### src/rtl/hc595_pkg.sv
// Shared types and constants for the 74HC595 display scan controller:
// FSM encoding, frame width and the hex-to-7-segment table.
package hc595_pkg;

  typedef enum logic [1:0] {
    ST_IDLE  = 2'd0,
    ST_LOAD  = 2'd1,
    ST_SHIFT = 2'd2,
    ST_LATCH = 2'd3
  } state_t;

  localparam int FRAME_BITS = 16;

  // Active-high {g,f,e,d,c,b,a} patterns, indexed by nibble value
  localparam logic [6:0] SEG_TABLE [16] = '{
    7'h3F, 7'h06, 7'h5B, 7'h4F, 7'h66, 7'h6D, 7'h7D, 7'h07,
    7'h7F, 7'h6F, 7'h77, 7'h7C, 7'h39, 7'h5E, 7'h79, 7'h71
  };

  localparam logic [7:0] SEG_BLANK = 8'h00;

endpackage

### src/rtl/seg7_hex_decode.sv
// Combinational hex nibble to active-high segment byte {dp,g,f,e,d,c,b,a}.
module seg7_hex_decode
  import hc595_pkg::*;
(
  input  logic [3:0] nibble,
  input  logic       dp,
  output logic [7:0] seg
);

  assign seg = {dp, SEG_TABLE[nibble]};

endmodule

### src/rtl/hc595_scan_ctrl.sv
// Multiplexed 7-segment scan controller driving two daisy-chained 74HC595s.
// Optional leading-zero blanking is enabled by defining LEADING_ZERO_BLANK_EN.
//
// state    | meaning
// ST_IDLE  | waiting for scan_tick
// ST_LOAD  | sample digit inputs, build {seg, sel} frame
// ST_SHIFT | shift 16 bits MSB first on ser/sclk
// ST_LATCH | pulse rclk, then advance digit_idx
module hc595_scan_ctrl
  import hc595_pkg::*;
#(
  parameter int NUM_DIGITS     = 8,
  parameter int SCLK_DIV       = 4,
  parameter int SEG_ACTIVE_LOW = 1
) (
  input  logic                    clk,
  input  logic                    rst_n,
  input  logic                    scan_tick,
  input  logic [4*NUM_DIGITS-1:0] digits,
  input  logic [NUM_DIGITS-1:0]   dp,
  output logic                    ser,
  output logic                    sclk,
  output logic                    rclk,
  output logic                    busy,
  output logic [2:0]              digit_idx
);

  localparam int                DIV_W    = (SCLK_DIV > 1) ? $clog2(SCLK_DIV) : 1;
  localparam logic [DIV_W-1:0]  DIV_LOAD = DIV_W'(SCLK_DIV - 1);
  localparam int                BIT_W    = $clog2(FRAME_BITS);
  localparam logic [BIT_W-1:0]  BIT_LAST = BIT_W'(FRAME_BITS - 1);
  localparam logic [2:0]        IDX_LAST = 3'(NUM_DIGITS - 1);

  state_t                  state_q, state_d;
  logic [FRAME_BITS-1:0]   frame_q, frame_d;
  logic [DIV_W-1:0]        div_q, div_d;
  logic [BIT_W-1:0]        bit_q, bit_d;
  logic                    ser_q, ser_d;
  logic                    sclk_q, sclk_d;
  logic                    rclk_q, rclk_d;
  logic                    busy_q, busy_d;
  logic [2:0]              idx_q, idx_d;

  logic [3:0]              cur_nib;
  logic                    cur_dp;
  logic [7:0]              dec_seg;
  logic [7:0]              seg_ah;
  logic [7:0]              seg_out;
  logic [7:0]              sel;
  logic [FRAME_BITS-1:0]   frame_word;

`ifdef LEADING_ZERO_BLANK_EN
  logic [NUM_DIGITS-1:0]   blank_mask;
  logic                    zero_run;
  logic                    cur_blank;

  // A digit is blanked when it and every digit above it is zero; digit 0 always shows
  always_comb begin
    blank_mask = '0;
    zero_run   = 1'b1;
    for (int i = NUM_DIGITS - 1; i > 0; i--) begin
      zero_run      = zero_run & (digits[4*i +: 4] == 4'h0);
      blank_mask[i] = zero_run;
    end
  end
`endif

  always_comb begin
    cur_nib = 4'h0;
    cur_dp  = 1'b0;
`ifdef LEADING_ZERO_BLANK_EN
    cur_blank = 1'b0;
`endif
    for (int i = 0; i < NUM_DIGITS; i++) begin
      if (idx_q == 3'(i)) begin
        cur_nib = digits[4*i +: 4];
        cur_dp  = dp[i];
`ifdef LEADING_ZERO_BLANK_EN
        cur_blank = blank_mask[i];
`endif
      end
    end
  end

  seg7_hex_decode u_dec (
    .nibble (cur_nib),
    .dp     (cur_dp),
    .seg    (dec_seg)
  );

  always_comb begin
    seg_ah = dec_seg;
`ifdef LEADING_ZERO_BLANK_EN
    if (cur_blank) seg_ah = SEG_BLANK;
`endif
    seg_out    = (SEG_ACTIVE_LOW != 0) ? ~seg_ah : seg_ah;
    sel        = 8'h01 << idx_q;
    frame_word = {seg_out, sel};
  end

  always_comb begin
    state_d = state_q;
    frame_d = frame_q;
    div_d   = div_q;
    bit_d   = bit_q;
    ser_d   = ser_q;
    sclk_d  = sclk_q;
    rclk_d  = rclk_q;
    busy_d  = busy_q;
    idx_d   = idx_q;
    case (state_q)
      ST_IDLE: begin
        if (scan_tick) begin
          state_d = ST_LOAD;
          busy_d  = 1'b1;
        end
      end
      ST_LOAD: begin
        frame_d = frame_word;
        ser_d   = frame_word[FRAME_BITS-1];
        sclk_d  = 1'b0;
        div_d   = DIV_LOAD;
        bit_d   = BIT_LAST;
        state_d = ST_SHIFT;
      end
      ST_SHIFT: begin
        if (div_q != '0) begin
          div_d = div_q - DIV_W'(1);
        end else if (!sclk_q) begin
          sclk_d = 1'b1;
          div_d  = DIV_LOAD;
        end else if (bit_q == '0) begin
          sclk_d  = 1'b0;
          rclk_d  = 1'b1;
          div_d   = DIV_LOAD;
          state_d = ST_LATCH;
        end else begin
          // Next bit goes out on the first cycle of its low phase
          sclk_d = 1'b0;
          bit_d  = bit_q - BIT_W'(1);
          ser_d  = frame_q[bit_q - BIT_W'(1)];
          div_d  = DIV_LOAD;
        end
      end
      ST_LATCH: begin
        if (div_q != '0) begin
          div_d = div_q - DIV_W'(1);
        end else begin
          rclk_d  = 1'b0;
          busy_d  = 1'b0;
          idx_d   = (idx_q == IDX_LAST) ? 3'd0 : idx_q + 3'd1;
          state_d = ST_IDLE;
        end
      end
      default: state_d = ST_IDLE;
    endcase
  end

  always_ff @(posedge clk or negedge rst_n) begin
    if (!rst_n) begin
      state_q <= ST_IDLE;
      frame_q <= '0;
      div_q   <= '0;
      bit_q   <= '0;
      ser_q   <= 1'b0;
      sclk_q  <= 1'b0;
      rclk_q  <= 1'b0;
      busy_q  <= 1'b0;
      idx_q   <= 3'd0;
    end else begin
      state_q <= state_d;
      frame_q <= frame_d;
      div_q   <= div_d;
      bit_q   <= bit_d;
      ser_q   <= ser_d;
      sclk_q  <= sclk_d;
      rclk_q  <= rclk_d;
      busy_q  <= busy_d;
      idx_q   <= idx_d;
    end
  end

  assign ser       = ser_q;
  assign sclk      = sclk_q;
  assign rclk      = rclk_q;
  assign busy      = busy_q;
  assign digit_idx = idx_q;

endmodule

### config.mk
export PLATFORM = sky130hd
export DESIGN_NAME = hc595_scan_ctrl
export DESIGN_NICKNAME = d
export VERILOG_FILES = /design/src/rtl/hc595_pkg.sv /design/src/rtl/seg7_hex_decode.sv /design/src/rtl/hc595_scan_ctrl.sv
export SDC_FILE = /design/constraint.sdc
export NUM_CORES = 1
export LEC_CHECK = 0
export CORE_UTILIZATION = 56
export CTS_BUF_LIST = sky130_fd_sc_hd__clkbuf_8
export CTS_CLUSTER_DIAMETER = 120
export CTS_CLUSTER_SIZE = 24
export DETAILED_ROUTE_END_ITERATION = 10
export GPL_TIMING_DRIVEN = 0
export PLACE_DENSITY_LB_ADDON = 0.12
export SYNTH_ARGS = -nofsm -noshare
export SYNTH_HDL_FRONTEND = slang
export SYNTH_SLANG_ARGS = --single-unit
### constraint.sdc
create_clock -name clk -period 4.2 [get_ports clk]
set_input_delay 0.42 -clock clk [delete_from_list [all_inputs] [get_ports clk]]
set_output_delay 0.42 -clock clk [all_outputs]
set_load 0.02 [all_outputs]
# Word level (Yosys, flattened, before mapping)
# Memory sizes are Yosys's and may differ from the RTL's.
# Cells that the tools add are included.
[totals]
in_bits = 43
regBits = 31
out_inout_bits = 7
word_cells = 99
rom_bits = 112
mem_count = 1
[mem_list]
columns = ["memory", "words", "width", "rd", "rd_clocked_by_memory_dff", "write_ports", "line", "source"]
rows = [
  ["(no name shown)", 16, 7, 1, 0, 0, "seg7_hex_decode.sv:10", "assign seg = {dp, SEG_TABLE[nibble]};"],
]
[op_classes]
n_mux = 48
shifts = 1
n_addsub = 3
bitwise_logic = 3
n_eq_ne = 17
n_lt_le_gt_ge = 2
n_reduce_logical = 15
[op_table]
columns = ["operator", "n"]
rows = [
  ["$mux 4", 11],
  ["$mux 1", 19],
  ["$mux 2", 7],
  ["$mux 7", 2],
  ["$ne 2x2->1 const B", 7],
  ["$eq 3x3->1 const B", 4],
  ["$reduce_and 5->1", 2],
  ["$not 8->8", 1],
  ["$pmux 1 s2", 4],
  ["$pmux 2 s4", 1],
  ["$pmux 4 s2", 1],
  ["$reduce_bool 2->1", 4],
  ["$shl 1x3->8 const A", 1],
  ["$eq 3x2->1 const B", 2],
  ["$pmux 2 s3", 1],
  ["$reduce_and 2->1", 3],
  ["$ge 5x5->1 const B", 1],
  ["$lt 4x5->1 const B", 1],
  ["$not 4->5", 1],
  ["$bmux 1 s4", 1],
  ["$eq 2x2->1 const B", 2],
  ["$logic_not 4->1", 1],
  ["$reduce_and 4->1", 1],
  ["$sub 4x1->4 const B", 1],
  ["other kinds (10)", 10],
]

# Logic depth before layout (Yosys ltp)
# Gate-level depths: netlist of run 1.
[depth]
word_depth = 15
mapped_depth = 13
ltp_nobuf = 11

# Hierarchy
# A second synthesis of run 1 with hierarchy kept.
[unflattened]
cells_unflattened = 261
area_unflattened_um2 = 2371.0
[by_module_without_submodules]
columns = ["module", "area_each_um2", "n_inst", "seq_area_each_um2", "cells_each"]
rows = [
  ["hc595_scan_ctrl", 2073.2, 1, 775.7, 227],
  ["seg7_hex_decode", 297.8, 1, 0.0, 34],
]

# Worst setup path after synthesis of run 1
# OpenSTA, ideal clock, no wires.
[synth_timing]
path_kind = "reg-to-reg"
startpoint = "register idx_q[2] (netlist: digit_idx[2])"
endpoint = "register frame_q[8]"
stages_incl_launch_ff = 13
path_buffers = 1
synth_period_minus_slack_ps = 2977
setup_time_ps = 120
path_slack_ps = 1223
arrival_time_ps = 2857
required_time_ps = 4080
cell_sequence = "dfrtp_1 -> inv_1 -> ha_1 -> clkbuf_1 -> a211o_1 -> o311ai_0 -> a221o_1 -> o211a_1 -> inv_1 -> ha_1 -> or3_1 -> a211o_1 -> o211a_1"
[synth_via]
elab_chain_len = 14
word_cells_on_any_way = 21
classes_between = "7 x eq/ne; 10 x mux; 2 x bitwise; 1 x reduce/logical; 1 x memory"
[synth_lines]
columns = ["element", "line", "source"]
rows = [
  ["start, declared", "hc595_scan_ctrl.sv:42", "logic [2:0] idx_q, idx_d;"],
  ["start signal, assigned", "hc595_scan_ctrl.sv:179", "idx_q <= idx_d;"],
  ["$logic_not 3->1", "hc595_scan_ctrl.sv:75", "if (idx_q == 3'(i)) begin"],
  ["$mux 4 (7 in series)", "hc595_scan_ctrl.sv:75", ""],
  ["$mux 4 *", "hc595_scan_ctrl.sv:75", ""],
  ["$not 4->5 (not written as such) *", "seg7_hex_decode.sv:10", ""],
  ["$mem_v2 16x7 *", "-", ""],
  ["$mux 7 (not written as such) * (2 in series)", "seg7_hex_decode.sv:10", ""],
  ["$not 8->8 *", "hc595_scan_ctrl.sv:96", "seg_out = (SEG_ACTIVE_LOW != 0) ? ~seg_ah : seg_ah;"],
  ["end signal, assigned", "hc595_scan_ctrl.sv:172", "frame_q <= frame_d;"],
  ["end, declared", "hc595_scan_ctrl.sv:35", "logic [FRAME_BITS-1:0] frame_q, frame_d;"],
]
# Mark *: on every way between the ends. The rest lies on a longest branch, timed or not. The select of a mux whose other input is x is not followed.
# A chain may end at the register's enable or synchronous reset.

# Worst setup path in the final report of run 1
# Ends and elaborated chain as after synthesis.

==> reports/qor.yml, run 1 <==
status: "completed"
drive_gt1_frac: 0.107
fp.dieH_um: 67.5
cpMaxStageDelayCell: "dfrtp_1"
utilization: 0.756
relSlewSlack: 0.541
start_util: 0.592
ys.flop_type: "dfrtp_1"
final.setup.worst_slack_ns: 0.879
rsz0062_at_grt: "no"
crit_chain: "inv_1, ha_1, clkbuf_1, a211o_1, o311ai_0, a221o_1, o211a_1, inv_1, ha_1, or3_1, a211o_1, o211a_1"
drt_iter0_drc: 143
place_congestion: 0.774
synth_top_family_by_area: "compound AO/OA/AOI/OAI gates"
clock-sinks: 31
synth_top_area_cell: "dfrtp_1"
grt_pass1_wl_um: 9500
drv_cap: 0
remaining_drc_errors: 0
rr_endpoint: "frame_q[8]"
crit_family: "compound AO/OA/AOI/OAI gates"
wl_per_cell_um: 15.7
grtUsageTotal: 0.281
place_area_mm2: 0.00296
setup-tns-final_ns: 0
critPathMaxStageDelay_ns: 0.51
finalHoldViolations: 0
synthMuxAreaShare: 0.0911
post_cts_resized: 0
stdcell_count: 367
drt_wl_total_um: 5770
netlist-cell-type-count: 55
synth_area_mm2: 0.00240
die_w_um: 67.5
gr-total-overflow: 0
finClkSkew_ns: 0.00445
synth_compound_area_frac: 0.232
clk_latency_ns: 0.28
cts_tree: "built"
htree_levels: 2
ios: 50
grt_antenna_before_repair: 0
start_kind: "flop"
fmax_mhz: 301
r2r_cells: 12
place_ws_ns: 0.952
rows: 23
critPathArrivalTime_ns: 3.49
ir_worst_vdd_v: 0.000406
synth_nets: 323
period_needed_ns: 3.32
grt_max_degree: 32
ys_warn_count: 0
crit_buf_inv: 3
hold_path.class: "in -> async"
numPortBuffers: 49
yosysMostFrequentCell: "dfrtp_1"
post-route-cell-area_mm2: 0.00307
placed_cells: 359
root_buffer: "clkbuf_8"
synth-adder-area-share: 0.104
clkTransAtPathRegs_ns: 0.07
yosys-top-cells-area: "dfrtp_1 32%, ha_1 10%, mux4_2 4.7%"
syn_inst: 260
coreArea_mm2: 0.00406
worstMarginPinSlew_ns: 0.689
dpl.hpwl_um: 4340
die-area_mm2: 0.00456
syn_area_per_cell_um2: 9.24
yosys_register_bits: 31
rrSetupSlack_ns: 0.88
yosys.area.top_type_share: 0.323
slew_violations: 0
synth_xor_area_frac: 0.0109
cp_max_fo: 10
cts_max_path_buffers: 2
reg2reg_from: "digit_idx[2]"
first_pass_iters: 4
power_density_mw_per_mm2: 643
fin_crit_sh: 0.791
viasPerCell: 5.94
layout.nets: 379
finalSetupViolations: 0
numCtsBuffers: 5
end_kind: "flop"
post_cts_buffers: 0
ys_seq_area_frac: 0.323
synth_edf_count: 0
ys_async_sr_fraction: 1.00
synth_simple_gate_area_frac: 0.161
cts_hold_buf: 0
critical_path_required_ns: 4.37
vias: 2180
p_leak_uw: 0.00139
synth_common_cells: "31 x dfrtp_1, 27 x inv_1, 22 x nand2_1"
critical_path_class: "reg -> reg"
diodes: 0
grt_pass1_vias: 2100
antenna_left: 0
area_growth_pct: 27.7
==> layer usage <==
metal,share of wire,GRT usage,wire length (um)
met1,0.43,0.355,2510
met2,0.49,0.485,2850
met3,0.060,0.0541,344
met4,0.012,0.0771,69
met5,0,0,0
==> final cells by class <==
class                      count  area [um^2]
tap                           50         62.6
timing repair buffer          49          485
sequential                    31          776
fill                         307          990
multi-input combinational    188         1440
clock buffer                   6         82.6
buffer                        14         85.1
inverter                      27          101
clock inverter                 2         35.0
==> cell families (layout without fill, tap and decap cells) <==
| kind of cell | count (synthesis) | count (layout) |
|---|---|---|
| AO/OA/AOI/OAI | 79 | 79 |
| AND/OR/NAND/NOR | 71 | 71 |
| buffers and inverters | 41 | 98 |
| flip-flops | 31 | 31 |
| adder cells (fa/ha/maj) | 20 | 20 |
| multiplexers | 15 | 15 |
| XOR/XNOR | 3 | 3 |
==> registers in the layout, summed over array words and instances (netlist names) <==
signal,cells
rclk,1
busy,1
frame_q,16
digit_idx,3
ser,1
div_q,2
bit_q,4
sclk,1
state_q,2
==> placed cells by master, fill, tap and decap left out, drive strengths merged, types with 2 or more instances in the layout <==
master,netlist,layout
o21ai,16,16
a22oi,3,3
a21o,4,4
a211o,2,2
nand2b,3,3
nand2,23,23
o31ai,3,3
xnor2,2,2
dfrtp,31,31
a211oi,2,2
buf,7,8
a221oi,2,2
mux4,5,5
o21bai,3,3
o211a,3,3
or2,2,2
nand4,2,2
a221o,4,4
nand3b,7,7
clkdlybuf4s50,0,48
nor2,15,15
a31o,2,2
a21oi,15,15
ha,20,20
nor3,4,4
and2,3,3
mux2,5,5
nor3b,2,2
inv,27,27
clkbuf,7,13
o221ai,4,4
o211ai,3,3
a31oi,3,3
mux2i,5,5
nor2b,5,5
==> metrics by stage <==
stage               hold WS, ns  power, uW
floorplan                 0.124       1340
global placement          0.464       1620
detailed placement        0.483       1650
CTS                       0.506       1970
global route              0.227       2130
finish                    0.169       1970
==> power by group <==
part	internal, uW	switching [uW]	leakage [uW]
clock network	192	117	0.0000612
logic	535	643	0.000955
registers	408	77.3	0.000376
total	1140	838	0.00139
==> worst max-delay path by stage <==
stage	startpoint	depth (start not counted)	endpoint	slack, ns
final	digit_idx[2]	12	frame_q[8]	0.88
after global routing	digit_idx[2]	12	frame_q[8]	0.71
after global placement	digit_idx[2]	12	frame_q[8]	0.96
after CTS	digit_idx[2]	12	frame_q[8]	0.90
after detailed placement	digit_idx[2]	12	frame_q[8]	0.95
after floorplan	digit_idx[2]	12	frame_q[8]	1.22
==> worst reg2reg max path, cell delays in order, from the launching register on <==
cell      delay, ns
dfrtp_1        0.51
inv_1          0.21
ha_1           0.27
clkbuf_1       0.24
a211o_1        0.31
o311ai_0       0.09
a221o_1        0.22
o211a_1        0.24
inv_1          0.11
ha_1           0.24
or3_1          0.38
a211o_1        0.27
o211a_1        0.13
No activity file was read; power rests on OpenSTA's default activity.
==> run 2, diff against run 1 <==
CORE_UTILIZATION = 53   (was 56)
clock period = 3.4 ns   (was 4.2 ns; I/O delays follow)
==> reports/qor.yml, run 2 (synthesis results as in run 1) <==
setup-tns-final_ns: 0  # unchanged
grt_antenna_before_repair: 0  # unchanged
clock-sinks: 31  # unchanged
first_pass_iters: 4  # unchanged
grtUsageTotal: 0.249  # was 0.281
numCtsBuffers: 5  # unchanged
htree_levels: 2  # unchanged
drt_iter0_drc: 80  # was 143
die_w_um: 69.3  # was 67.5 um
grt_util_met3: 0.0436  # was 0.0541
antenna_left: 0  # unchanged
critPathMostFrequentCell: "ha_1"
gr-total-overflow: 0  # unchanged
crit_buf_inv: 2  # was 3
finalHoldViolations: 0  # unchanged
drive_gt1_frac: 0.117  # was 0.107
place_congestion: 0.789  # was 0.774
area_growth_pct: 28.2  # was 27.7%
total_power_uw: 2430  # was 1970 uW
fin_crit_sh: 0.936  # was 0.791
cpMaxStageDelayCell: "dfrtp_1"  # unchanged
root_buffer: "clkbuf_8"  # unchanged
cp_max_fo: 10  # unchanged
cts_tree: "built"  # unchanged
rows: 24  # was 23
slew_violations: 0  # unchanged
grt_busiest_layer: "met2"  # unchanged
wl_per_cell_um: 15.4  # was 15.7 um
start_util: 0.552  # was 0.592
layout.nets: 379  # unchanged
dpl.hpwl_um: 4450  # was 4340 um
use_met2: 0.444  # was 0.485
fp.dieH_um: 69.3  # was 67.5 um
viasPerCell: 5.79  # was 5.94
regMostFlops: "frame_q"  # unchanged
numPortBuffers: 49  # unchanged
ios: 50  # unchanged
power_density_mw_per_mm2: 790  # was 643 mW/mm^2
die-area_mm2: 0.00481  # was 0.00456 mm^2
critPathMaxStageDelay_ns: 0.46  # was 0.51 ns
drv_cap: 0  # unchanged
vias: 2136  # was 2,180
cts_hold_buf: 0  # unchanged
coreArea_mm2: 0.00435  # was 0.00406 mm^2
clkTransAtPathRegs_ns: 0.07  # about the same
end_kind: "flop"  # unchanged
cts_max_path_buffers: 2  # unchanged
period_needed_ns: 3.18  # was 3.32 ns
relSlewSlack: 0.549  # was 0.541
clk_latency_ns: 0.28  # about the same
post_cts_resized: 0  # unchanged
layout_common_cells: "48 x clkdlybuf4s50_1, 30 x dfrtp_1, 27 x inv_1"  # was 48 x clkdlybuf4s50_1, 31 x dfrtp_1, 27 x inv_1
post_cts_buffers: 0  # unchanged
p_leak_uw: 0.00139  # about the same
critical_path_class: "reg -> reg"  # unchanged
grt_max_degree: 32  # unchanged
drt_wl_total_um: 5690  # was 5770 um
crit_chain: "ha_1, ha_1, clkbuf_1, clkbuf_1, nor2_1, a221o_1, ha_1, or3_1, a211o_1, o211a_1"  # was inv_1, ha_1, clkbuf_1, a211o_1, o311ai_0, a221o_1, o211a_1, inv_1, ha_1, or3_1, a211o_1, o211a_1
critPathArrivalTime_ns: 3.35  # was 3.49 ns
diodes: 0  # unchanged
ir_worst_vdd_v: 0.000354  # was 0.000406 V
crit_family: "compound AO/OA/AOI/OAI gates"  # unchanged
start_kind: "flop"  # unchanged
status: "completed"  # unchanged
layout_commonest_cell: "clkdlybuf4s50_1"  # unchanged
nFillCells: 358  # was 307
largest_register_ffs: 16  # unchanged
met1_usage: 0.314  # was 0.355
grt_pass1_vias: 2099  # was 2,100
finClkSkew_ns: 0.00817  # was 0.00445 ns
finalSetupViolations: 0  # unchanged
hold_path.class: "in -> async"  # unchanged
fmax_mhz: 314  # was 301 MHz
utilization: 0.707  # was 0.756
rsz0062_at_grt: "no"  # unchanged
grt_pass1_wl_um: 9570  # was 9500 um
critical_path_required_ns: 3.57  # was 4.37 ns
worstMarginPinSlew_ns: 0.676  # was 0.689 ns
remaining_drc_errors: 0  # unchanged
==> run 2: cell counts in the layout (fill, tap and decap cells not counted) <==
Identical to the previous run, type by type.
==> run 2: final timing paths <==
kind                              startpoint            to  slack [ns]  depth (start not counted)
worst max-delay path            digit_idx[0]    frame_q[8]        0.22                         10
max in group asynchronous              rst_n  digit_idx[2]        2.84                          1
worst min-delay path                   rst_n      div_q[0]        0.09                          1
worst min register to register    frame_q[4]    frame_q[4]        0.48                          2
worst max register to register  digit_idx[0]    frame_q[8]        0.22                         10
min in group clk                  frame_q[4]    frame_q[4]        0.48                          2
==> run 2: cell type report <==
cell class,instances,area (um^2),share of cell area
Multi-Input combinational cell,188,1450,0.470
Timing Repair Buffer,49,485,0.158
Clock inverter,2,35.0,0.0114
Sequential cell,31,777,0.252
Clock buffer,6,82.6,0.0268
Buffer,14,86.3,0.0280
Tap cell,52,65.1,0.0211
Inverter,27,101,0.0329
==> run 2: metal layers <==
layer	share of wire	wire, um	up-vias
li1	-	-	1054
met1	0.43	2460	1012
met2	0.51	2910	64
met3	0.049	279	6
met4	0.0069	39	0
met5	0	0	-
==> run 2: power by group <==
group	switching (uW)	internal (uW)
clock	139	237
sequential	92.8	505
combinational	791	670
total	1020	1410
==> run 2: stage by stage <==
step / instance area, um^2 / hold WS, ns / cells / setup slack, ns
final: 3080 / 0.0894 / 369 / 0.219
after global routing: 3080 / 0.148 / 369 / 0.0777
after CTS: 3080 / 0.483 / 369 / 0.0462
after detailed placement: 2960 / 0.468 / 361 / 0.0660
after global placement: 2960 / 0.463 / 361 / 0.146
after floorplan: 2400 / 0.0444 / 260 / 0.423
==> run 2: worst register-to-register path: cells and delay by family (launching register included) <==
family	cells	cell delay, ns
AO/OA/AOI/OAI	3	0.78
flip-flops	1	0.46
adder cells (fa/ha/maj)	3	0.66
buffers and inverters	2	0.69
AND/OR/NAND/NOR	2	0.48
